**src/rtl/zero_run_classifier.sv**
```systemverilog
`default_nettype none
// ==========================================================================
// zero_run_classifier : streaming ZZZZ/ZZZX/NONE word classifier that
// folds consecutive all-zero words into ZRUN tokens.   rev 1.0
// ==========================================================================
module zero_run_classifier #(
  parameter int WIDTH   = 32,
  parameter int BYTE_W  = 8,
  parameter int RUN_EN  = 1,
  parameter int RUN_MAX = 255
) (
  input  logic              i_clk,
  input  logic              i_rst_n,
  input  logic              i_valid,
  output logic              o_ready,
  input  logic [WIDTH-1:0]  i_word,
  input  logic              i_last,
  output logic              o_valid,
  input  logic              i_ready,
  output logic [1:0]        o_kind,
  output logic [BYTE_W+3:0] o_code,
  output logic [WIDTH-1:0]  o_word,
  output logic              o_match_s,
  output logic              o_type_matched,
  output logic              o_last,
  output logic              o_run_active
);

  localparam logic [1:0] K_NONE = 2'd0;
  localparam logic [1:0] K_ZZZZ = 2'd1;
  localparam logic [1:0] K_ZZZX = 2'd2;
  localparam logic [1:0] K_ZRUN = 2'd3;
  localparam logic [3:0] C_PFX_ZZZX = 4'b1101;
  localparam logic [3:0] C_PFX_ZRUN = 4'b1110;
  localparam logic [BYTE_W-1:0] C_RUN_MAX = BYTE_W'(RUN_MAX);
  localparam logic [BYTE_W-1:0] C_ONE     = BYTE_W'(1);

  typedef enum logic [0:0] {S_IDLE = 1'b0, S_RUN = 1'b1} state_t;

  state_t              r_state, w_state_nxt;
  logic [BYTE_W-1:0]   r_cnt, w_cnt_nxt, w_cnt_inc;

  logic                r_valid;
  logic [1:0]          r_kind;
  logic [BYTE_W+3:0]   r_code;
  logic [WIDTH-1:0]    r_word;
  logic                r_last;

  logic                r_pend_v;
  logic [1:0]          r_pend_kind;
  logic [BYTE_W+3:0]   r_pend_code;
  logic [WIDTH-1:0]    r_pend_word;
  logic                r_pend_last;

  logic                w_load, w_acc, w_zero, w_high_zero;
  logic [1:0]          w_cls_kind;
  logic [BYTE_W+3:0]   w_cls_code;
  logic [WIDTH-1:0]    w_cls_word;
  logic [1:0]          w_run_kind;
  logic [BYTE_W+3:0]   w_run_code;

  logic                w_emit, w_e_last, w_pend_set;
  logic [1:0]          w_e_kind;
  logic [BYTE_W+3:0]   w_e_code;
  logic [WIDTH-1:0]    w_e_word;

  assign w_load      = ~r_valid | i_ready;
  // Gated by reset so the block never advertises ready while held in reset.
  assign o_ready     = i_rst_n & ~r_pend_v & w_load;
  assign w_acc       = i_valid & o_ready;
  assign w_zero      = (i_word == '0);
  assign w_high_zero = (i_word[WIDTH-1:BYTE_W] == '0);
  assign w_cnt_inc   = r_cnt + C_ONE;

  always_comb begin
    w_cls_kind = K_NONE;
    w_cls_code = '0;
    w_cls_word = i_word;
    if (w_zero) begin
      w_cls_kind = K_ZZZZ;
      w_cls_word = '0;
    end else if (w_high_zero) begin
      w_cls_kind = K_ZZZX;
      w_cls_code = {C_PFX_ZZZX, i_word[BYTE_W-1:0]};
      w_cls_word = '0;
    end
  end

  // A run interrupted after a single zero is reported as a plain ZZZZ.
  always_comb begin
    w_run_kind = K_ZRUN;
    w_run_code = {C_PFX_ZRUN, r_cnt};
    if (r_cnt == C_ONE) begin
      w_run_kind = K_ZZZZ;
      w_run_code = '0;
    end
  end

  always_comb begin
    w_state_nxt = r_state;
    w_cnt_nxt   = r_cnt;
    w_emit      = 1'b0;
    w_e_kind    = K_NONE;
    w_e_code    = '0;
    w_e_word    = '0;
    w_e_last    = 1'b0;
    w_pend_set  = 1'b0;
    if (r_pend_v) begin
      if (w_load) begin
        w_emit   = 1'b1;
        w_e_kind = r_pend_kind;
        w_e_code = r_pend_code;
        w_e_word = r_pend_word;
        w_e_last = r_pend_last;
      end
    end else if (w_acc) begin
      case (r_state)
        S_IDLE: begin
          if (!w_zero) begin
            w_emit   = 1'b1;
            w_e_kind = w_cls_kind;
            w_e_code = w_cls_code;
            w_e_word = w_cls_word;
            w_e_last = i_last;
          end else if ((RUN_EN == 0) || i_last) begin
            w_emit   = 1'b1;
            w_e_kind = K_ZZZZ;
            w_e_last = i_last;
          end else begin
            w_cnt_nxt   = C_ONE;
            w_state_nxt = S_RUN;
          end
        end
        S_RUN: begin
          if (w_zero) begin
            if ((w_cnt_inc == C_RUN_MAX) || i_last) begin
              w_emit      = 1'b1;
              w_e_kind    = K_ZRUN;
              w_e_code    = {C_PFX_ZRUN, w_cnt_inc};
              w_e_last    = i_last;
              w_cnt_nxt   = '0;
              w_state_nxt = S_IDLE;
            end else begin
              w_cnt_nxt = w_cnt_inc;
            end
          end else begin
            // Flush the run now; the breaking word waits in the pending slot.
            w_emit      = 1'b1;
            w_e_kind    = w_run_kind;
            w_e_code    = w_run_code;
            w_pend_set  = 1'b1;
            w_cnt_nxt   = '0;
            w_state_nxt = S_IDLE;
          end
        end
        default: begin
          w_cnt_nxt   = '0;
          w_state_nxt = S_IDLE;
        end
      endcase
    end
  end

  always_ff @(posedge i_clk or negedge i_rst_n) begin
    if (!i_rst_n) begin
      r_state <= S_IDLE;
      r_cnt   <= '0;
    end else begin
      r_state <= w_state_nxt;
      r_cnt   <= w_cnt_nxt;
    end
  end

  always_ff @(posedge i_clk or negedge i_rst_n) begin
    if (!i_rst_n) begin
      r_valid     <= 1'b0;
      r_kind      <= K_NONE;
      r_code      <= '0;
      r_word      <= '0;
      r_last      <= 1'b0;
      r_pend_v    <= 1'b0;
      r_pend_kind <= K_NONE;
      r_pend_code <= '0;
      r_pend_word <= '0;
      r_pend_last <= 1'b0;
    end else begin
      if (w_load) begin
        r_valid <= w_emit;
        r_kind  <= w_e_kind;
        r_code  <= w_e_code;
        r_word  <= w_e_word;
        r_last  <= w_e_last;
      end
      if (w_pend_set) begin
        r_pend_v    <= 1'b1;
        r_pend_kind <= w_cls_kind;
        r_pend_code <= w_cls_code;
        r_pend_word <= w_cls_word;
        r_pend_last <= i_last;
      end else if (r_pend_v && w_load) begin
        r_pend_v <= 1'b0;
      end
    end
  end

  assign o_valid        = r_valid;
  assign o_kind         = r_kind;
  assign o_code         = r_code;
  assign o_word         = r_word;
  assign o_last         = r_last;
  assign o_match_s      = (r_kind != K_NONE);
  assign o_type_matched = (r_kind == K_ZZZZ) | (r_kind == K_ZRUN);
  assign o_run_active   = (r_cnt != '0);

endmodule
`default_nettype wire

```
**config.mk**
```make
export PLATFORM = sky130hd
export DESIGN_NAME = zero_run_classifier
export DESIGN_NICKNAME = d
export VERILOG_FILES = /design/src/rtl/zero_run_classifier.sv
export SDC_FILE = /design/constraint.sdc
export NUM_CORES = 1
export LEC_CHECK = 0
export ABC_CLOCK_PERIOD_IN_PS = 2000
export CAP_MARGIN = 20
export CELL_PAD_IN_SITES_DETAIL_PLACEMENT = 0
export CELL_PAD_IN_SITES_GLOBAL_PLACEMENT = 1
export CORE_ASPECT_RATIO = 1.75
export CORE_UTILIZATION = 38
export CTS_BUF_LIST = sky130_fd_sc_hd__clkbuf_8
export CTS_CLUSTER_SIZE = 12
export DETAILED_ROUTE_END_ITERATION = 7
export PLACE_DENSITY = 0.74
export RECOVER_POWER = 100
export SYNTH_ARGS = -nofsm -noshare
export SYNTH_HDL_FRONTEND = slang
export SYNTH_SLANG_ARGS = --single-unit
```
**constraint.sdc**
```tcl
create_clock -name i_clk -period 2 [get_ports i_clk]
set_input_delay 0.4 -clock i_clk [delete_from_list [all_inputs] [get_ports i_clk]]
set_output_delay 0.4 -clock i_clk [all_outputs]
set_load 0.005 [all_outputs]
```
* After elaboration in Yosys (flattened, before gate mapping) *
Index checks and enable logic that the tools add are counted.

word-level totals
  output and inout port bits = 52
  bits of input ports = 37
  flip-flop bits (word level) = 105
  word-level logic and storage cells = 90

cells by class
  bitwise operators = 8
  reduce and logical (&&, ||, !) cells = 9
  equal/unequal tests = 6
  add/sub/neg operators = 1
  muxes and demuxes = 54

operators by type and width
  kind                                           count
  two-way mux 32 bit                             6
  two-way mux 12 bit                             8
  logical NOT 32 bit                             1
  two-way mux 8 bit                              4
  logical NOT 24 bit                             1
  one-hot mux 12 bit (2 select lines)            1
  two-way mux 1 bit                              22
  two-way mux 2 bit                              8
  one-hot mux 8 bit (2 select lines)             1
  adder 8 x 1 -> 8 bit, second input constant    1
  == test 8 x 1 -> 1 bit, second input constant  1
  == test 8 bit, second input constant           1
  nonzero test 8 bit                             1
  one-hot mux 1 bit (2 select lines)             3
  != test 2 bit, second input constant           2
  one-hot mux 2 bit (2 select lines)             1
  AND reduction 4 bit                            1
  nonzero test 2 bit                             2
  bitwise AND 1 bit                              3
  inverter 1 bit                                 3
  == test 2 x 1 -> 1 bit, second input constant  1
  == test 2 bit, second input constant           1
  OR 1 bit                                       2
  AND reduction 2 bit                            1
  2 further kinds                                2

* Logic depth before layout (Yosys ltp) *
Gate-level depths: netlist of run 1.

  word-level depth = 8
  gate-level depth with buffers = 8
  mapped depth without buffers = 7

* Worst setup path before layout of run 1 *
Ideal clock, no wire load.

  path type = register -> register
  start point = register r_cnt[0]
  end point = register r_cnt[4]
  buffers on the path = 1
  required time = 1.874 ns
  setup time = 0.126 ns
  cell stages (with the launch flop) = 9
  clock period less this slack = 2.123 ns
  slack = -0.123 ns
  arrival time = 1.997 ns
  cells stage by stage = dfrtp_1 -> ha_1 -> nand2_1 -> or4b_1 -> a31o_1 -> a21oi_2 -> buf_6 -> nor3_1 -> a221o_1

between the ends
  word-level cells in the longest chain between the ends = 6

RTL lines
  item                                    line  RTL
  from (decl)                             41    logic [BYTE_W-1:0] r_cnt, w_cnt_nxt, w_cnt_inc;
  from (signal assigned)                  170   r_cnt <= w_cnt_nxt;
  adder 8 x 1 -> 8 bit (*)                73    assign w_cnt_inc = r_cnt + C_ONE;
  == test 8 bit                           136   if ((w_cnt_inc == C_RUN_MAX) || i_last) begin
  logical OR 1 bit                        136
  two-way mux 8 bit (*)                   136
  two-way mux 8 bit (*)                   135   if (w_zero) begin
  one-hot mux 8 bit (2 select lines) (*)  117   case (r_state)

Mark *: on every way between the ends. The rest lies on a longest branch, timed or not.
A chain may end at the register's enable or synchronous reset.

* Worst setup path in the final report of run 1 *
  start point = register r_cnt[0]
  end point = register r_cnt[5]

The elaborated chain is that of the path after synthesis.

==> results.cfg, run 1 <==
[outcome]
outcome = finished with violations
violations = setup timing

[placement]
place_congestion = 0.958
dp.cells = 735
dp_hpwl_um = 9830
portBuffers = 88
dp_slack_ns = -0.871

[floorplanning]
start_util = 0.389
die_w_um = 85.8
core_sq_mm = 0.0120
rows = 53
io_pins = 89
die_h_um = 149
die_area_sq_mm = 0.0128

[setup_path]
cpMaxStageDelayCell = or4b_4
critPathRequiredTime_ns = 2.26
worstPathMaxFanout = 3
r2r_setup_slack_ns = -0.22
worst-path-buf-inv = 1
startpoint_type = flop
worstSetupPathType = reg -> reg
cp_top_family = compound AO/OA/AOI/OAI gates
cp.arrival_ns = 2.48
crit_chain = ha_4 -> nand2_2 -> or4b_4 -> a31o_4 -> a21oi_4 -> nor2_2 -> buf_4 -> a221o_1
cp_slowest_stage_delay_ns = 0.46
crit_path_end_kind = flop

[final_layout]
multi_input_area_sq_mm = 0.00230
fillers = 1021
finalNonFillerCells = 776
area_delta_synth_final_pct = 50.7
layout.nets = 647
num_antenna_cells = 0
regArea_sq_mm = 0.00248
drive_gt1_frac = 0.358
fin_util = 0.587

[logic_synthesis]
ys_seq_elements = 99
ys_seq_area_frac = 0.530
synthCells = 431
synth_area_sq_mm = 0.00467
syn_avg_cell_area_sq_um = 10.8
synth_area_leader_cell = dfrtp_1
ys_warn_count = 0
synthArstFlopShare = 1.00
yosys-top-cells-area = dfrtp_1 53%, a221o_1 7.5%, mux2_2 6.5%
synth_top_area_frac = 0.530
synth-edff-count = 0
synthDistinctLibCells = 52
synth-main-ff-cell = dfrtp_1
syn-num-nets = 472

[global_routing]
grt.overflow.total = 0
grt_pass1_vias = 4412
antenna_found_initial = 0
grt_usage = 0.240
grt_pass1_wl_um = 23300
grt_max_degree = 54

[detailed_routing]
vias = 4205
wl_per_cell_um = 18.9
drtIter0Drc = 214
drc_errors = 0
final_antenna_net_count = 0
routed_wl_um = 14600
firstDrtPassIters = 4
viasPerCell = 5.42

[power]
p_leak_nw = 3.51
p_comb_frac = 0.281
power_density_mw_per_mm2 = 846
peakVddDrop_v = 0.000415
pwr-share-clk = 0.248
switching_share = 0.293
p_sw_mw = 1.74
intPower_mw = 4.21
p_seq_frac = 0.470

[clock_network]
cts_buffers = 9
cts_tree = yes
cts.reportedPaths.clkPinSlew_ns = 0.10
clock_latency_ns = 0.37
cts_num_sinks = 99
htreeDepth = 3
cts_buffer_depth = 2
cts-root-buf = clkbuf_8

[timing]
max_freq_ghz = 0.451
setup_ws_ns = -0.218
drv_slew = 0
hold_viol = 0
fin_crit_ns = 2.22
setup_viol = 59
rsz0062_at_grt = yes
finalClockSkew_ns = 0.0111
tightest_slew_ns = 0.919
fin_crit_sh = 1.11
slew_headroom = 0.388
whs_ns = 0.310

[flow_run]
maxCapViolations = 0

[hold_path]
hold_class = in -> reg
-- kinds of logic after synthesis --
logic type,synth area share
AOI/OAI and AO/OA,0.173
xor gates and xnor gates,0.00750
adders and majority gates,0.0107
buffers and inverters,0.0396
DFF,0.530
muxes,0.0672
and+or+nand+nor,0.172
-- worst register-to-register path, cell delays in order (launching register included) --
cell     delay, ns
dfrtp_2       0.45
ha_4          0.17
nand2_2       0.05
or4b_4        0.46
a31o_4        0.25
a21oi_4       0.21
nor2_2        0.07
buf_4         0.14
a221o_1       0.30
-- metrics by stage --
step | TNS, ns | area [sq um] | power, mW
finish | -7.70 | 7040 | 5.95
global route | -13.31 | 7040 | 6.30
CTS | -2.13 | 7040 | 6.06
detailed placement | -59.56 | 6330 | 4.42
global placement | -58.84 | 6330 | 4.34
floorplan | -0.0702 | 4690 | 3.53
-- power groups by stage --
stage	Sequential, mW	Combinational (mW)	Clock [mW]
floorplan	2.76	0.768	0
global placement	2.81	1.54	0
detailed placement	2.84	1.58	0
CTS	2.80	1.76	1.51
global route	2.86	1.83	1.61
finish	2.80	1.67	1.48
-- path summary, 6_finish.rpt --
check / cells past startpoint / from / to
min in group asynchronous: 2 / i_rst_n / o_word[25]
max in group asynchronous: 3 / i_rst_n / r_pend_code[5]
setup / recovery: 8 / r_cnt[0] / r_cnt[5]
setup reg to reg: 8 / r_cnt[0] / r_cnt[5]
hold / removal: 2 / i_word[24] / r_pend_word[24]
hold reg to reg: 2 / r_pend_word[6] / r_pend_word[6]
-- cells in the mapped netlist (2+ instances only) --
cell type	n
buf_2	10
mux2_2	27
inv_1	3
nand2_1	51
nor2_1	9
clkbuf_1	23
a22o_1	3
a211oi_1	2
a221oi_1	2
dfrtp_1	99
buf_4	2
ha_1	4
a21oi_1	10
nor3_1	8
and2_1	4
a21o_1	6
a32oi_1	4
nand2b_1	2
nand3_1	8
a31oi_1	8
nand4_1	3
o21ai_0	17
a32o_1	2
a221o_1	35
and3_1	44
buf_6	2
xnor2_1	3
o21ai_1	6
nor4_1	9
or2_2	3
-- timing repair --
item	in CTS	in global routing
endpoints found under the hold margin	9	0
buffers inserted	20	7
pin swaps	24	14
endpoints found under the setup margin	77	40
hold buffers	1	0
resized for setup	149	21
cloned	4	0
-- state kept, by name, summed over array words and instances, names as in the netlist, 8 cells and up --
register / count
r_pend_code: 9
o_code: 11
r_pend_word: 32
r_cnt: 8
o_word: 32
-- cells in the final DEF, fill, tap and decap left out, types with 4 or more instances in the layout --
| master | synthesis | routed |
|---|---|---|
| a21o_1 | 6 | 6 |
| a21oi_1 | 10 | 10 |
| a221o_1 | 35 | 35 |
| a31oi_1 | 8 | 5 |
| a32oi_1 | 4 | 4 |
| and2_1 | 4 | 4 |
| and3_1 | 44 | 44 |
| buf_12 | 0 | 6 |
| buf_2 | 10 | 11 |
| buf_4 | 2 | 88 |
| buf_6 | 2 | 10 |
| clkbuf_2 | 0 | 4 |
| clkbuf_8 | 0 | 10 |
| clkdlybuf4s15_1 | 0 | 4 |
| clkdlybuf4s15_2 | 0 | 5 |
| dfrtp_1 | 99 | 97 |
| dlygate4sd2_1 | 0 | 11 |
| dlygate4sd3_1 | 0 | 50 |
| mux2_2 | 27 | 19 |
| mux2_4 | 0 | 8 |
| nand2_1 | 51 | 47 |
| nand3_2 | 0 | 5 |
| nor2_1 | 9 | 5 |
| nor3_1 | 8 | 5 |
| nor4_2 | 0 | 4 |
| nor4_4 | 0 | 4 |
| o21ai_0 | 17 | 17 |
| o21ai_1 | 6 | 4 |
-- per-layer routing --
metal  routed length (um)  global-route usage  up-vias
met2                 8380               0.450      103
met5                    0                   0        -
met1                 5430               0.274     2110
li1                     -                   -     1967
met3                  444              0.0255       25
met4                  374              0.0942        0
-- layout make-up --
class | count | area share
Sequential cell | 99 | 0.352
Multi-Input combinational cell | 292 | 0.327
Timing Repair Buffer | 201 | 0.257
Tap cell | 165 | 0.0293
Clock buffer | 10 | 0.0195
Clock inverter | 6 | 0.0137
Inverter | 3 | 0.00160
Note: power is estimated with default switching activity, not from simulation.
==> inputs of run 2 (changes only) <==
--- a/config.mk
+++ b/config.mk
@@ -16,6 +16,7 @@
 export DETAILED_ROUTE_END_ITERATION = 7
 export PLACE_DENSITY = 0.74
 export RECOVER_POWER = 100
+export SETUP_SLACK_MARGIN = 0.05
 export SYNTH_ARGS = -nofsm -noshare
 export SYNTH_HDL_FRONTEND = slang
 export SYNTH_SLANG_ARGS = --single-unit
==> run 2 against run 1 <==
The flow finishes with violations (capacitance limit, slew limit, setup timing). Cell count grew 0.90%. Total power grew 0.80%. Sequential share of layout area shrank 0.31 points. First-iteration DRC count shrank 6.5%. Worst hold slack lost 0.048 ns. Setup slack lost 0.054 ns. Global-route usage shrank 0.30 points. Clock skew grew 0.00053 ns. Die area is the same. Combinational power grew 5%. Clock power shrank 5%. Sequential cell count is the same. Largest power group unchanged.
==> results.cfg, run 2 (synthesized netlist as in run 1, its figures left out) <==
[outcome]
outcome = finished with violations
violations = capacitance limit, slew limit, setup timing

[detailed_routing]
routed_wl_um = 14800
viasPerCell = 5.40
final_antenna_net_count = 0
vias = 4229
wl_per_cell_um = 18.9
drc_errors = 0
drtIter0Drc = 200
firstDrtPassIters = 5

[timing]
rsz0062_at_grt = yes
whs_ns = 0.262
fin_crit_sh = 1.14
hold_viol = 0
fin_crit_ns = 2.27
max_freq_ghz = 0.440
drv_slew = 101
setup_ws_ns = -0.272
setup_viol = 50
tightest_slew_ns = 1.60
slew_headroom = -0.0673
finalClockSkew_ns = 0.0116

[setup_path]
r2r_start = r_cnt[2]
cp.arrival_ns = 2.54
crit_path_end_kind = flop
startpoint_type = flop
cp-startpoint = r_cnt[2]
critPathRequiredTime_ns = 2.26
worstPathMaxFanout = 4
worstSetupPathType = reg -> reg

[hold_path]
hold_path_startpoint = i_word[24]
hold_class = in -> reg

[floorplanning]
die_h_um = 149
die_w_um = 85.8
rows = 53
die_area_sq_mm = 0.0128
start_util = 0.389
core_sq_mm = 0.0120
io_pins = 89

[clock_network]
cts-root-buf = clkbuf_8
cts_tree = yes
cts_num_sinks = 99
cts_buffers = 9
cts.reportedPaths.clkPinSlew_ns = 0.11
clock_latency_ns = 0.38
cts_buffer_depth = 2
htreeDepth = 3

[power]
p_leak_nw = 3.61
peakVddDrop_v = 0.000571
totalPowerFinal_mw = 6.00
power_density_mw_per_mm2 = 845

[flow_run]
maxCapViolations = 2

[final_layout]
finalNonFillerCells = 783
num_antenna_cells = 0
final_area_sq_mm = 0.00710
fin_util = 0.592
area_delta_synth_final_pct = 52.1
fillers = 1035
drive_gt1_frac = 0.359
regArea_sq_mm = 0.00248
layout_common_cells = 100 x buf_4, 97 x dfrtp_1, 49 x dlygate4sd3_1
layout_commonest_cell = buf_4
multi_input_area_sq_mm = 0.00237
layout.nets = 654

[placement]
post_dp_cell_area_sq_mm = 0.00634
portBuffers = 88
dp_hpwl_um = 9840
dp.cells = 738
place_congestion = 0.927

[global_routing]
grt.overflow.total = 0
grt_max_degree = 74
grt_pass1_vias = 4355
grt_usage = 0.237
antenna_found_initial = 0
grt_pass1_wl_um = 23100
run 2: worst max-delay path: stages, from the launching register on:
cell and delay [ns]:
dfrtp_1 0.39, buf_6 0.12, buf_6 0.09, nand3_4 0.08, or4b_4 0.54, a31o_4 0.24
a21oi_4 0.19, nor2_2 0.07, buf_6 0.13, a221o_1 0.31
run 2: final timing paths:
| check | to | slack [ns] | cells past startpoint |
|---|---|---|---|
| worst max-delay path | r_cnt[5] | -0.27 | 9 |
| worst min-delay path | r_pend_word[24] | 0.26 | 2 |
| worst max register to register | r_cnt[5] | -0.27 | 9 |
| worst min register to register | r_pend_code[3] | 0.49 | 2 |
| max in group asynchronous | r_cnt[1] | 0.34 | 2 |
| min in group asynchronous | o_valid | 0.60 | 2 |
run 2: area by class of cell:
type                       instances  share of cell area
multi-input combinational        292               0.334
tap                              165              0.0291
inverter                           3             0.00159
timing repair buffer             208               0.257
clock buffer                      10              0.0194
clock inverter                     6              0.0107
sequential                        99               0.349
run 2: metal layers:
metal	vias up	global-route usage	share of wire
li1	1978	-	-
met1	2112	0.263	0.38
met2	109	0.439	0.55
met3	30	0.0327	0.034
met4	0	0.110	0.035
met5	-	0	0
run 2: metrics by stage:
stage                     setup WS, ns  TNS [ns]
after global routing            -0.341    -10.15
after floorplan                -0.0244   -0.0702
after detailed placement        -0.955    -63.31
after global placement          -0.897    -60.36
after CTS                       -0.253     -3.51
final                           -0.272     -5.90
run 2: report_power, final:
group / total [mW] / switching, mW / leakage (nW) / internal [mW]
clock: 1.41 / 0.770 / 0.110 / 0.638
sequential: 2.83 / 0.325 / 1.29 / 2.51
combinational: 1.76 / 0.722 / 2.20 / 1.04
run 2: what timing repair did:
action / 4_1_cts / 5_1_grt
hold buffers: 0 / 0
cloned: 3 / 1
endpoints found under the setup margin: 78 / 59
gates resized for setup: 148 / 34
pin swaps: 25 / 7
setup buffers: 17 / 8
==> inputs of run 3 (changes only) <==
--- a/config.mk
+++ b/config.mk
@@ -12,6 +12,7 @@
 export CORE_ASPECT_RATIO = 1.75
 export CORE_UTILIZATION = 38
 export CTS_BUF_LIST = sky130_fd_sc_hd__clkbuf_8
+export CTS_CLUSTER_DIAMETER = 120
 export CTS_CLUSTER_SIZE = 12
 export DETAILED_ROUTE_END_ITERATION = 7
 export PLACE_DENSITY = 0.74
==> results of run 3 <==
Same layout as run 2: the final DEF is identical, and so are final timing and power.
